===== src/rtl/uart_frame_buffer_if.sv =====
// Bundle between the UART receiver byte stream, the ping-pong frame buffer
// and the pulse-pattern generator's random-access read port.
interface uart_frame_buffer_if #(
  parameter int AW = 7
);
  logic [7:0]    rx_data;
  logic          rx_wr_n;
  logic [7:0]    rx_addr;
  logic [AW-1:0] rd_addr;
  logic [7:0]    rd_data;
  logic          frame_ready;
  logic          frame_valid;
  logic [7:0]    frame_cnt;
  logic          frame_err;

  // Receiver and pattern-generator side.
  modport master (
    output rx_data,
    output rx_wr_n,
    output rx_addr,
    output rd_addr,
    input  rd_data,
    input  frame_ready,
    input  frame_valid,
    input  frame_cnt,
    input  frame_err
  );

  // Frame buffer side.
  modport slave (
    input  rx_data,
    input  rx_wr_n,
    input  rx_addr,
    input  rd_addr,
    output rd_data,
    output frame_ready,
    output frame_valid,
    output frame_cnt,
    output frame_err
  );
endinterface


===== src/rtl/uart_frame_buffer.sv =====
// Ping-pong frame assembler: collects FRAME_LEN bytes from the UART receiver
// into the write bank, then swaps so the finished frame is readable.
module uart_frame_buffer #(
  parameter int FRAME_LEN = 112,
  parameter int AW        = 7
) (
  input  logic               clk,
  input  logic               rst,
  uart_frame_buffer_if.slave bus
);

  typedef enum logic [1:0] {
    IDLE = 2'd0,
    FILL = 2'd1,
    SWAP = 2'd2
  } state_t;

  localparam logic [7:0]    LEN_B    = 8'(FRAME_LEN);
  localparam logic [AW-1:0] LAST_IDX = AW'(FRAME_LEN - 1);
  localparam logic [AW:0]   LEN_RD   = (AW + 1)'(FRAME_LEN);
  localparam int            DEPTH    = 2 ** (AW + 1);

  // Memory is addressed {bank, idx}; the read bank is always ~wbank.
  logic [7:0] mem [DEPTH];

  state_t        state_q, state_d;
  logic [AW-1:0] fill_q, fill_d;
  logic          wbank_q, wbank_d;
  logic          wr_n_q, wr_n_d;
  logic          err_q, err_d;
  logic          ready_q, ready_d;
  logic          valid_q, valid_d;
  logic [7:0]    cnt_q, cnt_d;
  logic [7:0]    rd_data_q;

  logic          byte_ev;
  logic          addr_ok;
  logic [AW-1:0] ev_idx;
  logic          we;
  logic [AW-1:0] w_idx;

  // Receiver counts addresses down, so the first byte of a frame is idx 0.
  assign ev_idx  = AW'(LEN_B - bus.rx_addr);
  assign addr_ok = (bus.rx_addr != 8'd0) && (bus.rx_addr <= LEN_B);

  // The strobe history is frozen during SWAP, so no edge is consumed there.
  assign byte_ev = (state_q != SWAP) && wr_n_q && !bus.rx_wr_n;

  // NOTE: every signal written below gets a default first so no path leaves
  // one unassigned, which would otherwise infer a latch.
  always_comb begin
    state_d = state_q;
    fill_d  = fill_q;
    wbank_d = wbank_q;
    err_d   = err_q;
    ready_d = 1'b0;
    valid_d = valid_q;
    cnt_d   = cnt_q;
    we      = 1'b0;
    w_idx   = ev_idx;
    wr_n_d  = (state_q == SWAP) ? wr_n_q : bus.rx_wr_n;

    unique case (state_q)
      IDLE: begin
        if (byte_ev) begin
          if (addr_ok && (ev_idx == '0)) begin
            we      = 1'b1;
            fill_d  = AW'(1);
            state_d = FILL;
          end else begin
            err_d = 1'b1;
          end
        end
      end

      FILL: begin
        if (byte_ev) begin
          if (!addr_ok) begin
            err_d = 1'b1;
          end else if (ev_idx == fill_q) begin
            we     = 1'b1;
            fill_d = fill_q + 1'b1;
            if (ev_idx == LAST_IDX) begin
              state_d = SWAP;
            end
          end else if (ev_idx == '0) begin
            // A new frame start mid-frame: restart assembly from this byte.
            we     = 1'b1;
            fill_d = AW'(1);
            err_d  = 1'b1;
          end else begin
            err_d   = 1'b1;
            fill_d  = '0;
            state_d = IDLE;
          end
        end
      end

      SWAP: begin
        wbank_d = ~wbank_q;
        ready_d = 1'b1;
        valid_d = 1'b1;
        cnt_d   = cnt_q + 8'd1;
        fill_d  = '0;
        state_d = IDLE;
      end

      default: begin
        state_d = IDLE;
      end
    endcase
  end

  // NOTE: state registers use non-blocking assignments so every flop samples
  // the values from before this edge, independent of statement order.
  always_ff @(posedge clk) begin
    if (rst) begin
      state_q <= IDLE;
      fill_q  <= '0;
      wbank_q <= 1'b0;
      wr_n_q  <= 1'b1;
      err_q   <= 1'b0;
      ready_q <= 1'b0;
      valid_q <= 1'b0;
      cnt_q   <= 8'd0;
    end else begin
      state_q <= state_d;
      fill_q  <= fill_d;
      wbank_q <= wbank_d;
      wr_n_q  <= wr_n_d;
      err_q   <= err_d;
      ready_q <= ready_d;
      valid_q <= valid_d;
      cnt_q   <= cnt_d;
    end
  end

  // NOTE: the frame memory has no reset so it maps onto block RAM; frame_valid
  // tells the consumer when its contents are meaningful.
  always_ff @(posedge clk) begin
    if (we && !rst) begin
      mem[{wbank_q, w_idx}] <= bus.rx_data;
    end
  end

  always_ff @(posedge clk) begin
    if (rst) begin
      rd_data_q <= 8'd0;
    end else if ({1'b0, bus.rd_addr} < LEN_RD) begin
      rd_data_q <= mem[{~wbank_q, bus.rd_addr}];
    end else begin
      rd_data_q <= 8'd0;
    end
  end

  assign bus.rd_data     = rd_data_q;
  assign bus.frame_ready = ready_q;
  assign bus.frame_valid = valid_q;
  assign bus.frame_cnt   = cnt_q;
  assign bus.frame_err   = err_q;

endmodule


===== src/flat_wrapper.sv =====
// flat-port wrapper written by rule: the top's interface ports become plain ports
module uart_frame_buffer_flat 
#(
  parameter int FRAME_LEN = 112,
  parameter int AW        = 7
)
  (clk, rst, bus_rx_data, bus_rx_wr_n, bus_rx_addr, bus_rd_addr, bus_rd_data, bus_frame_ready, bus_frame_valid, bus_frame_cnt, bus_frame_err);
  uart_frame_buffer_if #(.AW(AW)) bus_i ();
  input  logic clk;
  input  logic rst;
  input wire logic [$bits(bus_i.rx_data)-1:0] bus_rx_data;
  input wire logic [$bits(bus_i.rx_wr_n)-1:0] bus_rx_wr_n;
  input wire logic [$bits(bus_i.rx_addr)-1:0] bus_rx_addr;
  input wire logic [$bits(bus_i.rd_addr)-1:0] bus_rd_addr;
  output wire logic [$bits(bus_i.rd_data)-1:0] bus_rd_data;
  output wire logic [$bits(bus_i.frame_ready)-1:0] bus_frame_ready;
  output wire logic [$bits(bus_i.frame_valid)-1:0] bus_frame_valid;
  output wire logic [$bits(bus_i.frame_cnt)-1:0] bus_frame_cnt;
  output wire logic [$bits(bus_i.frame_err)-1:0] bus_frame_err;
  assign bus_i.rx_data = bus_rx_data;
  assign bus_i.rx_wr_n = bus_rx_wr_n;
  assign bus_i.rx_addr = bus_rx_addr;
  assign bus_i.rd_addr = bus_rd_addr;
  assign bus_rd_data = bus_i.rd_data;
  assign bus_frame_ready = bus_i.frame_ready;
  assign bus_frame_valid = bus_i.frame_valid;
  assign bus_frame_cnt = bus_i.frame_cnt;
  assign bus_frame_err = bus_i.frame_err;
  uart_frame_buffer #(.FRAME_LEN(FRAME_LEN), .AW(AW)) u_core (.clk(clk), .rst(rst), .bus(bus_i));
endmodule

===== config.mk =====
export PLATFORM = sky130hd
export DESIGN_NAME = uart_frame_buffer_flat
export DESIGN_NICKNAME = d
export VERILOG_FILES = /design/src/rtl/uart_frame_buffer_if.sv /design/src/rtl/uart_frame_buffer.sv /design/src/flat_wrapper.sv
export SDC_FILE = /design/constraint.sdc
export NUM_CORES = 2
export LEC_CHECK = 0
export CORE_MARGIN = 8
export CORE_UTILIZATION = 40
export CTS_BUF_LIST = sky130_fd_sc_hd__clkbuf_2 sky130_fd_sc_hd__clkbuf_4 sky130_fd_sc_hd__clkbuf_8
export DETAILED_ROUTE_END_ITERATION = 6
export PLACE_DENSITY = 0.59
export SLEW_MARGIN = 0
export SYNTH_ARGS = -nofsm -noshare
export SYNTH_HDL_FRONTEND = slang
export SYNTH_SLANG_ARGS = --single-unit

===== constraint.sdc =====
create_clock -name clk -period 12.2 [get_ports clk]
set_input_delay 2.44 -clock clk [delete_from_list [all_inputs] [get_ports clk]]
set_output_delay 2.44 -clock clk [all_outputs]
set_load 0.005 [all_outputs]

==> impl_results.md <==
- WHS Path Cells: 1
- Startpoint Class: primary input
- Clock Pin Slew Worst Setup and Hold Paths: 0.06 ns
- Power per cell area: between 150 and 200 mW/mm^2
- Hold endpoint: u_core.wr_n_q
- Clk network pwr share: 40.7%
- Yosys reg bits: ~2100
- Yosys warnings: 0
- Status: finished with violations
- Vias in the first global route: ~43000
- Area grow syn2layout: 13.0%
- Top_reg_cell synth: edfxtp_1
- Std cell rows: about 170
- Longest Clk Path Bufs: 4
- Commonest non-fill, non-tap cell in the layout: edfxtp_1
- Fin Setup TNS: 0 ns
- Post-route DRC: 0
- Worst R2R Path Depth: 8
- Data required, critical path: approximately 13 ns
- Max incr delay on CP: slightly below 0.9 ns
- Mapped Cells: between 4000 and 5000
- Slowest-stage cell, CP: nor3_1
- Via count: between 40000 and 50000
- Total power draw: approximately 15 mW
- GRT Util Overall: about 21%
- Non-Filler Instances: roughly 7400
- RSZ-0062 raised after global routing: no
- Fin. Hold Viols: 0
- Final Skew: 0.0791 ns
- IO buf count: 44
- Tmin final: 6.71 ns
- Internal power: around 11 mW
- Post-CTS Setup Inserts: 0
- CTS tree: built
- Nets: approximately 4500
- Starting Density: 40.1%
- Sequential Power Share: between 50% and 60%
- Final Wtd Congestion: 0.841
- Setup crit end kind: register
- Comb pwr share: roughly 5.4%
- Post-Syn Area: approximately 0.08 sq mm
- Layout cell share with drive strength beyond 1: 25.5%
- Iteration-0 DRC Markers: 5318
- NetSw: around 3.3 mW
- Number of gates resized after cts: 0
- DP Cell Count: slightly below 7000
- Hold WC Path Type: reg2reg
- CP Max Fanout: 32
- Max-slew violation count: 2
- Worst EP arrival: between 7 and 8 ns
- Hpwl dp: about 140 mm
- Die Y-Extent: roughly 470 microns
- Chip width: between 400 and 500 microns
- ANT nets after route: 0
- Synth cell types: between 80 and 90
- Initial antenna violation count: 6
- Post-synth EDFFs: 2048
- Clk Latency, worst-skew pair: approximately 1.1 ns
- Sequence of cells on the critical path: clkdlybuf4s50_1, inv_1, ha_1, nor3b_4, nor2_1, xnor3_1, a2111oi_4, nand2_4, or3_2, buf_4, nor3_1
- Sw Ratio: 22.5%
- Top Ports: 45
- WS Path Type: in2reg
- HP Start: u_core.wr_n_q
- R2R Path Start: u_core.state_q[0]
- First-pass GRT wire length: roughly 330 mm
- Worst-Margin Slew: 1.54 ns
- Syn avg cell area: roughly 20 sq um
- Fraction of registers with async set/reset: 0%
- FF-to-FF setup slack: roughly 7.7 ns
- CTS H-tree lvls: 5
- DR WL/cell: 31.1 microns
- First-pass DRT Iterations: 6
- Seq/Total Area, Yosys: 75.9%
- Most frequent cells in the layout: edfxtp_1, mux4_2, clkbuf_8
- RR Endpoint: u_core.mem[65][2]
- Die area: approximately 0.22 sq mm
- Root buf cell: clkbuf_8
- Num CTS Buffers: around 340
- Core footprint: a little over 0.2 sq mm
- Clk sinks: around 2100
- Via density per instance: 5.78
- Maximum Capacitance Violations: 1
- WL final: around 230 mm
- Slew margin rel.: -5.09%
- Fill cell count: 17300
- Crit share post-route: between 50% and 60%
- Leakage: a little under 30 nW
- Largest net degree at the start of global routing: between 150 and 200
- Failing checks: capacitance limit, slew limit
- Grt ovf: 0
- Max VDD drop: between 0.1 and 0.15 mV
- Hold_buf cts: 0
- Fmax: 149 MHz
- Endpoints failing setup: 0
==> cells by family (layout without fill, tap and decap cells) <==
group                      after synthesis  after routing  share of synthesized area (%)
buffers and inverters                  264            739                           1.73
and+or+nand+nor                        556            556                           3.74
muxes                                  651            651                           14.4
other                                    1            196                        0.00458
adders and majority gates               11             11                          0.168
DFF                                   2078           2078                           75.9
xor gates and xnor gates                19             19                          0.220
AOI/OAI and AO/OA                      436            436                           3.83
==> worst max-delay path, delay by kind of cell <==
| kind | cells | cell delay [ns] |
|---|---|---|
| fa+ha+maj | 1 | 0.44 |
| simple gates | 5 | 2.53 |
| compound gates | 1 | 0.43 |
| buf+inv | 3 | 1.27 |
| xor+xnor | 1 | 0.25 |
==> metrics by stage <==
stage               utilization (%)  hold slack (ns)  worst slack, ns  cell area, sq um
global route                   45.4            0.493             5.14             92500
floorplan                         -            0.432             6.48             82600
CTS                            45.3            0.470             5.60             92500
global placement               42.1            0.443             4.64             86000
finish                         45.4            0.467             5.49             92500
detailed placement             42.1            0.458             4.52             86000
==> cell usage after synthesis (42+ instances only) <==
| master | instances | share of area, % |
|---|---|---|
| a21oi_1 | 70 | 0.43 |
| a221oi_1 | 45 | 0.48 |
| a22oi_1 | 88 | 0.81 |
| buf_2 | 62 | 0.38 |
| buf_4 | 44 | 0.40 |
| clkbuf_1 | 102 | 0.47 |
| edfxtp_1 | 2048 | 75 |
| mux2i_1 | 218 | 2.7 |
| mux4_2 | 423 | 12 |
| nand2_1 | 84 | 0.39 |
| nor2_1 | 169 | 0.78 |
| nor3_1 | 81 | 0.50 |
| nor3_2 | 84 | 1.0 |
| o21ai_0 | 50 | 0.31 |
| o22ai_1 | 42 | 0.32 |
==> worst max path at each step <==
stage                        start           endpoint  depth (start not counted)
floorplan           bus_rx_addr[1]  u_core.mem[39][0]                         12
global placement    bus_rx_addr[0]  u_core.mem[65][7]                         11
detailed placement  bus_rx_addr[0]  u_core.mem[65][0]                         11
CTS                 bus_rx_addr[0]  u_core.mem[65][0]                         11
global route        bus_rx_addr[0]  u_core.mem[65][1]                         11
finish              bus_rx_addr[0]  u_core.mem[65][2]                         11
==> layout make-up <==
type | instances | area, sq um | area share, %
tap | 2688 | 3360 | 3.64
sequential | 2078 | 62100 | 67.1
multi-input combinational | 1865 | 19200 | 20.7
antenna | 4 | 10.0 | 0.0108
timing repair buffer | 140 | 1280 | 1.39
inverter | 13 | 50.0 | 0.0541
clock buffer | 464 | 5730 | 6.19
clock inverter | 122 | 798 | 0.863
==> state kept, by name (all words and copies together), names as in the netlist <==
signal	flops
u_core.wbank_q	1
u_core.bus.frame_err	1
u_core.bus.rd_data	8
u_core.fill_q	7
u_core.wr_n_q	1
u_core.bus.frame_ready	1
u_core.mem	2048
u_core.state_q	2
u_core.bus.frame_valid	1
u_core.bus.frame_cnt	8
==> power groups by stage <==
stage                     Sequential, mW  Clock (mW)  Combinational [mW]
after floorplan                     8.06           0               0.413
after CTS                           7.92        6.08               0.801
after global placement              8.07           0               0.796
after detailed placement            8.07           0               0.800
after global routing                7.92        6.38               0.837
final                               7.92        5.97               0.799
==> metal layers <==
metal	vias to the layer above	part of all wire (%)	global-route usage, %
li1	17500	-	-
met1	22600	42	29.0
met2	2204	46	31.6
met3	361	9.2	5.39
met4	0	3.2	6.69
met5	-	0	0
Power figures use the tool's default switching activity.
